==> config.mk <==
export PLATFORM = sky130hd
export DESIGN_NAME = sdram_host_arbiter
export DESIGN_NICKNAME = d
export VERILOG_FILES = /design/src/rtl/sdram_host_arbiter.sv
export SDC_FILE = /design/constraint.sdc
export NUM_CORES = 1
export LEC_CHECK = 0
export BUFFER_PORTS_ARGS = -buffer_cell sky130_fd_sc_hd__clkbuf_2
export CAP_MARGIN = 0
export CORE_ASPECT_RATIO = 0.9
export CORE_UTILIZATION = 42
export DETAILED_ROUTE_END_ITERATION = 10
export PLACE_DENSITY = 0.78
export SYNTH_ARGS = -nofsm -noshare
export SYNTH_HDL_FRONTEND = slang
export SYNTH_SLANG_ARGS = --single-unit
export TNS_END_PERCENT = 30
==> constraint.sdc <==
create_clock -name clk -period 1.7 [get_ports clk]
set_input_delay 0.085 -clock clk [delete_from_list [all_inputs] [get_ports clk]]
set_output_delay 0.085 -clock clk [all_outputs]
set_load 0.01 [all_outputs]
==> src/rtl/sdram_host_arbiter.sv <==
// ---------------------------------------------------------------------------
// sdram_host_arbiter
//
// Shares the single host interface of sdram_controller between two
// requesters. Port A is the SPI2 memory bridge. Port B is an internal master
// such as a DMA or test engine. One transaction is outstanding at a time.
// Arbitration is round-robin. Completion (read data or a read timeout) goes
// back to the port that was granted.
//
// Ports
//   clk, rst_n            system clock (shared with the controller), async
//                         active-low reset
//   a_req/a_we/a_addr/    port A request, direction, address, write data
//   a_wdata
//   a_ack/a_rdata/a_err   port A completion pulse, read data, timeout flag
//   b_*                   identical set for port B
//   wr_addr/wr_data/      controller write command and one-cycle strobe
//   wr_enable
//   rd_addr/rd_enable     controller read command and one-cycle strobe
//   rd_data/rd_ready      controller read return (rd_data valid with rd_ready)
//   busy                  controller cannot accept a command
//   dbg_state             current FSM state, for observation only
//
// Requester handshake: a port raises req and keeps we/addr/wdata stable until
// it samples its ack high. It drops req on that same clock edge. ack is a
// single-cycle pulse. rdata and err are meaningful in the ack cycle and hold
// until the same port completes again. If req falls before ack, the latched
// transaction still runs to completion and still acks.
// ---------------------------------------------------------------------------
module sdram_host_arbiter #(
    parameter int ADDR_W     = 32,
    parameter int DATA_W     = 16,
    parameter int RD_TIMEOUT = 1023
) (
    input  logic              clk,
    input  logic              rst_n,

    input  logic              a_req,
    input  logic              a_we,
    input  logic [ADDR_W-1:0] a_addr,
    input  logic [DATA_W-1:0] a_wdata,
    output logic              a_ack,
    output logic [DATA_W-1:0] a_rdata,
    output logic              a_err,

    input  logic              b_req,
    input  logic              b_we,
    input  logic [ADDR_W-1:0] b_addr,
    input  logic [DATA_W-1:0] b_wdata,
    output logic              b_ack,
    output logic [DATA_W-1:0] b_rdata,
    output logic              b_err,

    output logic [ADDR_W-1:0] wr_addr,
    output logic [DATA_W-1:0] wr_data,
    output logic              wr_enable,
    output logic [ADDR_W-1:0] rd_addr,
    output logic              rd_enable,
    input  logic [DATA_W-1:0] rd_data,
    input  logic              rd_ready,
    input  logic              busy,

    output logic [2:0]        dbg_state
);

    localparam int CNT_W = (RD_TIMEOUT < 2) ? 1 : $clog2(RD_TIMEOUT + 1);

    typedef enum logic [2:0] {
        S_IDLE    = 3'd0,
        S_ISSUE   = 3'd1,
        S_GUARD   = 3'd2,
        S_WAIT_WR = 3'd3,
        S_WAIT_RD = 3'd4,
        S_DONE    = 3'd5
    } state_t;

    state_t             state;
    logic               last_grant_b;   // 1: B was granted most recently
    logic               gnt_b;          // port owning the current transaction
    logic               lat_we;         // direction of the current transaction
    logic [CNT_W-1:0]   cnt;
    logic [CNT_W-1:0]   cnt_next;
    logic               grant_b;

    // On a tie, the port that did not win last time goes first.
    always_comb begin
        grant_b  = (a_req && b_req) ? ~last_grant_b : b_req;
        cnt_next = cnt + CNT_W'(1);
    end

    assign dbg_state = state;

    always_ff @(posedge clk or negedge rst_n) begin
        if (!rst_n) begin
            state        <= S_IDLE;
            last_grant_b <= 1'b1;
            gnt_b        <= 1'b0;
            lat_we       <= 1'b0;
            cnt          <= '0;
            a_ack        <= 1'b0;
            a_rdata      <= '0;
            a_err        <= 1'b0;
            b_ack        <= 1'b0;
            b_rdata      <= '0;
            b_err        <= 1'b0;
            wr_addr      <= '0;
            wr_data      <= '0;
            wr_enable    <= 1'b0;
            rd_addr      <= '0;
            rd_enable    <= 1'b0;
        end else begin
            // Strobes and acks are single-cycle pulses unless set below.
            wr_enable <= 1'b0;
            rd_enable <= 1'b0;
            a_ack     <= 1'b0;
            b_ack     <= 1'b0;

            case (state)
                S_IDLE: begin
                    if (!busy && (a_req || b_req)) begin
                        gnt_b        <= grant_b;
                        last_grant_b <= grant_b;
                        lat_we       <= grant_b ? b_we : a_we;
                        // The command registers double as the request latch,
                        // so they hold until the next grant.
                        wr_addr      <= grant_b ? b_addr  : a_addr;
                        rd_addr      <= grant_b ? b_addr  : a_addr;
                        wr_data      <= grant_b ? b_wdata : a_wdata;
                        wr_enable    <= grant_b ? b_we    : a_we;
                        rd_enable    <= grant_b ? ~b_we   : ~a_we;
                        state        <= S_ISSUE;
                    end
                end

                S_ISSUE: begin
                    state <= S_GUARD;
                end

                // The controller raises busy one cycle after the strobe;
                // skipping this cycle keeps WAIT_WR from seeing a stale low.
                S_GUARD: begin
                    cnt   <= '0;
                    state <= lat_we ? S_WAIT_WR : S_WAIT_RD;
                end

                S_WAIT_WR: begin
                    if (!busy) begin
                        if (gnt_b) begin
                            b_ack <= 1'b1;
                            b_err <= 1'b0;
                        end else begin
                            a_ack <= 1'b1;
                            a_err <= 1'b0;
                        end
                        state <= S_DONE;
                    end
                end

                // rd_ready is checked first so it wins over a timeout that
                // expires in the same cycle.
                S_WAIT_RD: begin
                    if (rd_ready) begin
                        if (gnt_b) begin
                            b_ack   <= 1'b1;
                            b_err   <= 1'b0;
                            b_rdata <= rd_data;
                        end else begin
                            a_ack   <= 1'b1;
                            a_err   <= 1'b0;
                            a_rdata <= rd_data;
                        end
                        state <= S_DONE;
                    end else if (cnt_next == CNT_W'(RD_TIMEOUT)) begin
                        if (gnt_b) begin
                            b_ack <= 1'b1;
                            b_err <= 1'b1;
                        end else begin
                            a_ack <= 1'b1;
                            a_err <= 1'b1;
                        end
                        state <= S_DONE;
                    end else begin
                        cnt <= cnt_next;
                    end
                end

                S_DONE: begin
                    state <= S_IDLE;
                end

                default: begin
                    state <= S_IDLE;
                end
            endcase
        end
    end

endmodule

# ---- Word level (Yosys, flattened, before mapping)
# Cells that the tools add are included.
dict set report word_totals {
  regBits 102
  inputBits 120
  output_inout_bits 121
  elab_cells 86
}
dict set report op_classes {
  n_addsub 1
  eq_ne 12
  mux 40
  bitwise_logic 4
  reduce_logical 14
}
# cell n
set ops {}
lappend ops {{32-bit two-way mux} 1}
lappend ops {{1-bit two-way mux} 25}
lappend ops {{10-bit two-way mux} 2}
lappend ops {{10-bit case mux with 2 select lines} 1}
lappend ops {{16-bit two-way mux} 1}
lappend ops {{3-bit two-way mux} 5}
lappend ops {{3-bit case mux with 5 select lines} 1}
lappend ops {{3-bit AND reduction} 4}
lappend ops {{10-bit by 1-bit adder with 10-bit output, second input constant} 1}
lappend ops {{10-bit equality test, second input constant} 1}
lappend ops {{3-bit inequality test, second input constant} 3}
lappend ops {{2-bit inequality test, second input constant} 4}
lappend ops {{1-bit case mux with 2 select lines} 4}
lappend ops {{4-bit AND reduction} 2}
lappend ops {{3-bit by 2-bit equality test with 1-bit output, second input constant} 2}
lappend ops {{1-bit NOT} 4}
lappend ops {{2-bit nonzero test} 2}
lappend ops {{3-bit by 1-bit equality test with 1-bit output, second input constant} 1}
lappend ops {{3-bit equality test, second input constant} 1}
lappend ops {{3-bit zero test} 1}
lappend ops {{1-bit logical AND} 2}
lappend ops {{2-bit AND reduction} 1}
lappend ops {{1-bit zero test} 1}
lappend ops {{1-bit logical OR} 1}

# ---- Longest topological paths before layout
# Gate-level depths: netlist of the first run.
dict set report depth {
  word_depth 5
  depth_mapped 6
  depth_no_buf 6
}

# ---- Least setup slack after synthesis of the first run
# No wires, ideal clock.
dict set report synth_path {
  path_kind {flip-flop to flip-flop}
  from {register state[1], in the netlist dbg_state[1]}
  to {register a_rdata[15]}
  setup_time_ns 0.125
  arrival_time_ns 1.713
  t_required_ns 1.575
  setup_slack_ns -0.137
  stages_incl_launch_ff 7
  n_path_buf 2
  period_less_slack_ns 1.837
  path_cell_list {dfrtp_1 -> buf_2 -> nor3b_2 -> nand2_1 -> nor2_2 -> buf_6 -> mux2_2}
}
dict set report synth_between {
  elab_chain_len 2
}
# item line_no
set synth_rtl {}
lappend synth_rtl {{start, declared} 77} ;# state_t state;
lappend synth_rtl {{start signal, assigned} 143} ;# state <= lat_we ? S_WAIT_WR : S_WAIT_RD;
lappend synth_rtl {{3-bit equality test} 118} ;# case (state)
lappend synth_rtl {{3-bit AND reduction (no source line)} -}
lappend synth_rtl {{end signal, assigned} 170} ;# a_rdata <= rd_data;
lappend synth_rtl {{end, declared} 43} ;# output logic [DATA_W-1:0] a_rdata,
# No other way between the ends.
# A chain may end at the register's enable or synchronous reset.

# ---- Worst setup path after layout of the first run
dict set report layout_path {
  from {register cnt[0]}
  to {register cnt[1]}
}
dict set report layout_between {
  elab_chain_len 4
  word_cells_on_any_way 7
  classes_between {1 x add/sub; 2 x eq/ne; 3 x mux; 1 x reduce/logical}
}
# item line_no
set layout_rtl {}
lappend layout_rtl {{start, declared} 81} ;# logic [CNT_W-1:0] cnt;
lappend layout_rtl {{start signal, assigned} 183} ;# cnt <= cnt_next;
lappend layout_rtl {{10-bit by 1-bit adder with 10-bit output (*)} 88} ;# cnt_next = cnt + CNT_W'(1);
lappend layout_rtl {{10-bit equality test / 10-bit two-way mux (equally long branches)} 173} ;# end else if (cnt_next == CNT_W'(RD_TIMEOUT)) begin
lappend layout_rtl {{2-bit inequality test (no source line) / 10-bit two-way mux (equally long branches)} -}
lappend layout_rtl {{3-bit AND reduction (no source line) / 10-bit case mux with 2 select lines (equally long branches)} -}
# Every way passes the cells marked *; elsewhere a longest branch is shown, timed or not. The select of a mux whose other input is x is not followed.

==> summary.txt, run 1 <==
Synthesis
  – Post-Syn Instances: 435
  – Share of the synthesized area in the top cell type: 51.7%
  – #FFs+latches synth: 102
  – Netlist cell types: 50
  – Synth area leaders: dfrtp_1 52%, mux2i_1 11%, mux2_2 7.8%, a21oi_1 5.4%, buf_4 5.1%
  – Cell Area, Synth: 4890 µm²
  – Yosys warns: 0
  – Dominant cell type by area after synthesis: dfrtp_1
  – Post-synthesis average cell area: 11.2 µm²
  – Main synth FF type: dfrtp_1
  – Post-synth EDFFs: 0
  – Register area share after synthesis: 52.3%
  – Mapped Nets: 557
  – Async SR Flop Fraction: 100%

Final layout
  – Commonest non-fill, non-tap cells in the layout: 239 x clkbuf_2, 99 x dfrtp_1, 54 x nor2_1
  – Layout Cells excl Fill: 833
  – Final #Nets: 798
  – Util after Layout: 61.4%
  – Commonest non-fill, non-tap cell in the layout: clkbuf_2
  – Ant. Diodes: 0
  – Register Area: 2560 µm²
  – Area growth syn-to-layout: 39.2%
  – Area taken by multi-input logic gates: 2050 µm²
  – Design Area, Final: 6800 µm²
  – Fill cells: 932
  – Layout cells sized above 1: 50.5%

Critical path
  – Kind of launch point of the worst setup path: flop
  – Setup CP Type: reg -> reg
  – Crit path launch: cnt[0]$_DFFE_PN0P_
  – Critical R2R Capture: cnt[1]$_DFFE_PN0P_
  – FF-to-FF setup slack: -0.06 ns
  – Setup crit end kind: flop
  – WP data required: 1.97 ns
  – Crit Reg-Reg Startpoint: cnt[0]$_DFFE_PN0P_
  – Crit path max fanout: 5
  – Worst R2R Path Depth: 6
  – CP arrival: 2.03 ns

CTS
  – CTS tree: yes
  – Sink Count: 102
  – CTS Root Cell: clkbuf_16
  – CTS H-tree lvls: 3
  – Clock Path Buffers: 2
  – Clock Latency Late Sink: 0.34 ns
  – Clock-pin slew of the registers on the worst-case setup and hold paths: 0.07 ns
  – CTS Buf Count: 9

Drt
  – DR vias: 4139
  – Routed vias/inst: 4.97
  – DRC: 0
  – Routed Antenna Nets: 0
  – Initial DRC Count: 228
  – First-pass iteration count of the detailed router: 5
  – Routed WL: 12.9 mm
  – WL per Instance: 15.5 µm

Timing
  – Maximum clock rate: 568 MHz
  – Worst-margin pin slew: 0.523 ns
  – Post-route setup slack: -0.0615 ns
  – Minimum clock period: 1.76 ns
  – Max Transition Viols Final: 0
  – Clock Skew: 0.00950 ns
  – Fin crit share: 104%
  – Final hold vios: 0
  – Slew HR: 64.9%
  – Unrepaired setup endpoints after global routing: true
  – Final setup viols: 7

Min path
  – Hold crit path type: in -> reg
  – Hold depth: 3
  – Hold path start: busy
  – Worst min-delay path endpoint: dbg_state[1]$_DFFE_PN0P_

Die
  – I/O pin count: 241
  – Core ar.: 11100 µm²
  – FP Rows: 36
  – Die area: 12100 µm²
  – DIE WIDTH: 116 µm
  – Die Ht: 104 µm
  – Initial core utilization: 44.1%

Placement
  – Routability cong.: 0.839
  – Port Buffer Count: 240
  – Final HPWL DP: 9.79 mm
  – Post-Place Setup Slack: -0.0913 ns
  – Dpl cells: 798
  – Placed Area: 6230 µm²

Power
  – Lkg Pwr: 3.46 nW
  – Power density over the cells: 1600 nW/µm²
  – Peak supply drop: 0.000990 V
  – Total Power: 10.9 mW

Run status
  – Status: finished with violations
  – Failing checks: setup timing

Global route
  – Total global-route track usage: 21.2%
  – Grt ovf: 0
  – Initial antenna violation count: 0
  – Vias in the first global route: 4151
  – First-pass GRT wire length: 19.8 mm
  – Largest net degree at the start of global routing: 45

Flow run
  – Max Cap Viol: 0
==> through the flow <==
stage                     hold slack, ns  setup TNS, ns
after global routing              0.0385         -0.853
after CTS                         0.0234       -0.00573
after floorplan                   -0.211        -0.0375
after global placement            0.0271              0
final                             0.0376         -0.294
after detailed placement          0.0333         -0.556
==> synth_stat cells, types with 2 or more instances <==
cell      instances
a211o_1           2
a21oi_1          53
buf_1             3
buf_2            15
buf_4            33
clkbuf_1          3
dfrtp_1         101
ha_1              2
inv_1            10
mux2_2           34
mux2i_1          53
nand2_1          11
nand3_1           5
nand4_1           2
nor2_1           54
nor2b_1           2
nor3_1            3
o211ai_1          2
o21ai_0           7
o21bai_1          2
o221ai_1          3
o311a_1           2
o31ai_1           3
or3_1             2
xnor2_1           3
==> layout make-up <==
| type | count | area share [%] |
|---|---|---|
| Inverter | 10 | 0.552 |
| Clock buffer | 10 | 3.51 |
| Tap cell | 152 | 2.80 |
| Multi-Input combinational cell | 268 | 30.1 |
| Clock inverter | 6 | 0.791 |
| Sequential cell | 102 | 37.6 |
| Timing Repair Buffer | 285 | 24.6 |
==> what timing repair did <==
| item | in CTS | in global routing |
|---|---|---|
| hold buffers | 17 | 0 |
| gates resized for setup | 6 | 14 |
| endpoints found under the hold margin | 56 | 0 |
| pin swaps | 2 | 5 |
| buffers inserted | 1 | 1 |
| setup endpoints to repair | 10 | 37 |
==> metal layers <==
layer  global-route usage, %  vias to the layer above  share of wire, %
met5                       0                        -                 0
met4                    5.95                        0               1.5
met3                    6.59                       15               7.5
met2                    38.8                      165                52
met1                    23.2                     1983                39
li1                        -                     1976                 -
==> power breakdown <==
group	switching, mW	internal (mW)
logic	2.48	2.16
clock network	0.935	1.06
registers	0.745	3.49
==> flip-flops by register name, indices dropped and copies added, names as in the netlist <==
register      cells
a_ack             1
a_err             1
a_rdata          16
b_ack             1
b_err             1
b_rdata          16
cnt              10
dbg_state         3
gnt_b             1
last_grant_b      1
lat_we            1
rd_addr          32
rd_enable         1
wr_data          16
wr_enable         1
==> worst max path at each step <==
stage | to | slack [ns]
2_1_floorplan | cnt[7]$_DFFE_PN0P_ | -0.02
3_3_place_gp | cnt[2]$_DFFE_PN0P_ | 0.01
3_5_place_dp | cnt[1]$_DFFE_PN0P_ | -0.09
4_1_cts | cnt[1]$_DFFE_PN0P_ | -0.006
5_1_grt | cnt[9]$_DFFE_PN0P_ | -0.15
6_report | cnt[1]$_DFFE_PN0P_ | -0.06
==> worst max-delay path, cell delays in order, from the launching register on <==
cell     delay (ns)
dfrtp_1        0.41
inv_1          0.08
ha_2           0.18
nand4_1        0.15
or3_4          0.44
o21ai_4        0.22
mux2i_1        0.21
==> cell families (layout without fill, tap and decap cells) <==
group,after synthesis,count (layout),synth area share (%)
and+or+nand+nor,93,93,9.47
buffers and inverters,65,311,8.07
AOI/OAI and AO/OA,82,82,10.3
muxes,87,87,18.7
adders and majority gates,2,2,0.512
DFF,102,102,52.3
xor gates and xnor gates,4,4,0.717
Power figures use the tool's default switching activity.
==> inputs of run 2 (changes only) <==
--- a/config.mk
+++ b/config.mk
@@ -10,6 +10,7 @@
 export CORE_ASPECT_RATIO = 0.9
 export CORE_UTILIZATION = 42
 export DETAILED_ROUTE_END_ITERATION = 10
+export GPL_TIMING_DRIVEN = 0
 export PLACE_DENSITY = 0.78
 export SYNTH_ARGS = -nofsm -noshare
 export SYNTH_HDL_FRONTEND = slang
==> run 2 against run 1 <==
Against the previous run:
- the flow still finishes with violations (setup timing)
- via count rose by 4.0%
- hold slack lost 0.021 ns
- die area stayed put
- sequential share of layout area is 1.6 points lower
- non-clock buffer count rose by 42
- final cell count up 4.9%
- design area up 4.7%
- critical endpoint unchanged
- flip-flop and latch count is the same
- total power grew 8.0%
==> summary.txt, run 2 (synthesis gave the netlist of run 1 again) <==
Run status
  – Status: finished with violations
  – Failing checks: setup timing

Timing
  – Maximum clock rate: 559 MHz
  – TNS Setup: -1.53 ns
  – Worst-margin pin slew: 0.806 ns
  – Unrepaired setup endpoints after global routing: true
  – Max Transition Viols Final: 0
  – Final hold vios: 0
  – Minimum clock period: 1.79 ns
  – Post-route setup slack: -0.0889 ns
  – Slew HR: 46.3%
  – Fin crit share: 105%
  – Clock Skew: 0.0114 ns
  – Final setup viols: 35

Drt
  – Initial DRC Count: 270
  – DR vias: 4303
  – Routed WL: 13.7 mm
  – WL per Instance: 15.7 µm
  – Routed Antenna Nets: 0
  – First-pass iteration count of the detailed router: 4
  – DRC: 0
  – Routed vias/inst: 4.92

Final layout
  – Design Area, Final: 7120 µm²
  – Area growth syn-to-layout: 45.7%
  – Commonest non-fill, non-tap cells in the layout: 239 x clkbuf_2, 97 x dfrtp_1, 53 x nor2_1, 53 x mux2i_1
  – Final #Nets: 840
  – Ant. Diodes: 0
  – Layout Cells excl Fill: 874
  – Commonest non-fill, non-tap cell in the layout: clkbuf_2
  – Most flop-heavy register: rd_addr
  – Largest register FFs: 32
  – Util after Layout: 64.2%
  – Layout cells sized above 1: 54.0%

Die
  – Core ar.: 11100 µm²
  – I/O pin count: 241
  – Die area: 12100 µm²
  – DIE WIDTH: 116 µm
  – FP Rows: 36
  – Die Ht: 104 µm
  – Initial core utilization: 44.1%

Global route
  – Grt ovf: 0
  – Busiest grt layer: met2
  – Largest net degree at the start of global routing: 60
  – Vias in the first global route: 4312
  – Initial antenna violation count: 0
  – Met1 global-route usage: 24.9%
  – First-pass GRT wire length: 21.1 mm
  – Total global-route track usage: 22.5%
  – GR Layer Usage met2: 42.6%
  – GRT met3 Usage: 5.07%

Placement
  – Placed Area: 6320 µm²
  – Final HPWL DP: 10.1 mm
  – Dpl cells: 827
  – Routability cong.: 0.828
  – Port Buffer Count: 239

Min path
  – Hold depth: 2
  – Hold crit path type: in -> reg

Critical path
  – CP arrival: 2.04 ns
  – WP data required: 1.96 ns
  – Kind of launch point of the worst setup path: flop
  – Setup crit end kind: flop
  – Worst R2R Path Depth: 6
  – Setup CP Type: reg -> reg
  – Crit path max fanout: 5

CTS
  – Clock Latency Late Sink: 0.34 ns
  – Clock Path Buffers: 2
  – Sink Count: 102
  – Clock-pin slew of the registers on the worst-case setup and hold paths: 0.07 ns
  – CTS Buf Count: 9
  – CTS Root Cell: clkbuf_16
  – CTS tree: yes
  – CTS H-tree lvls: 3

Power
  – Total Power: 11.7 mW
  – Lkg Pwr: 3.63 nW
  – Power density over the cells: 1650 nW/µm²
  – Peak supply drop: 0.000992 V

Flow run
  – Max Cap Viol: 0
==> run 2: cell count changes in the layout (fill, tap and decap cells not counted), sizes merged <==
| cell | change |
|---|---|
| clkinv | -1 |
| clkbuf | +7 |
| dlygate4sd3 | -1 |
| buf | +35 |
| bufinv | +1 |
==> run 2: path summary, 6_finish.rpt <==
| path | from | end | slack (ns) |
|---|---|---|---|
| min reg2reg | a_rdata[3]$_DFFE_PN0P_ | a_rdata[3]$_DFFE_PN0P_ | 0.51 |
| max in group asynchronous | rst_n | last_grant_b$_DFFE_PN1P_ | 0.54 |
| min in group asynchronous | rst_n | a_rdata[10]$_DFFE_PN0P_ | 0.39 |
| max | cnt[0]$_DFFE_PN0P_ | cnt[1]$_DFFE_PN0P_ | -0.09 |
| min | rd_data[2] | a_rdata[2]$_DFFE_PN0P_ | 0.02 |
| max reg2reg | cnt[0]$_DFFE_PN0P_ | cnt[1]$_DFFE_PN0P_ | -0.09 |
==> run 2: metal layers <==
layer | vias up | share of wire (%) | wire [µm]
li1 | 2064 | - | -
met2 | 151 | 54 | 7440
met1 | 2073 | 38 | 5210
met3 | 15 | 6.4 | 882
met5 | - | 0 | 0
met4 | 0 | 1.2 | 161
==> run 2: critical path, stage by stage, from the launching register on <==
cell and delay (ns):
dfrtp_2 0.45, inv_2 0.09, ha_4 0.12, nand4_1 0.17, or3_4 0.43, o21ai_4 0.23
mux2i_1 0.21
==> run 2: metrics by stage <==
stage          hold slack [ns]  setup WS (ns)
6_report                0.0163        -0.0889
5_1_grt                0.00789         -0.160
4_1_cts                 0.0105        -0.0563
3_5_place_dp             0.247         -0.224
3_3_place_gp             0.330         -0.892
2_1_floorplan           -0.211        -0.0213
==> run 2: final cells by class <==
class / instances / area, µm²
clock buffer: 9 / 225
tap: 152 / 190
multi-input combinational: 268 / 2060
inverter: 10 / 37.5
clock inverter: 6 / 68.8
buffer: 54 / 449
fill: 892 / 3960
timing repair buffer: 273 / 1520
sequential: 102 / 2560
==> run 2: timing repair <==
action,CTS,global route
hold buffers,16,0
buffers inserted,8,7
resized for setup,19,46
pin swaps,9,6
gates cloned,0,2
hold endpoints to repair,84,0
setup endpoints to repair,85,90
==> run 2: power by group <==
group / switching (mW) / internal, mW
Sequential: 0.771 / 3.49
Combinational: 2.66 / 2.76
Clock: 0.910 / 1.15
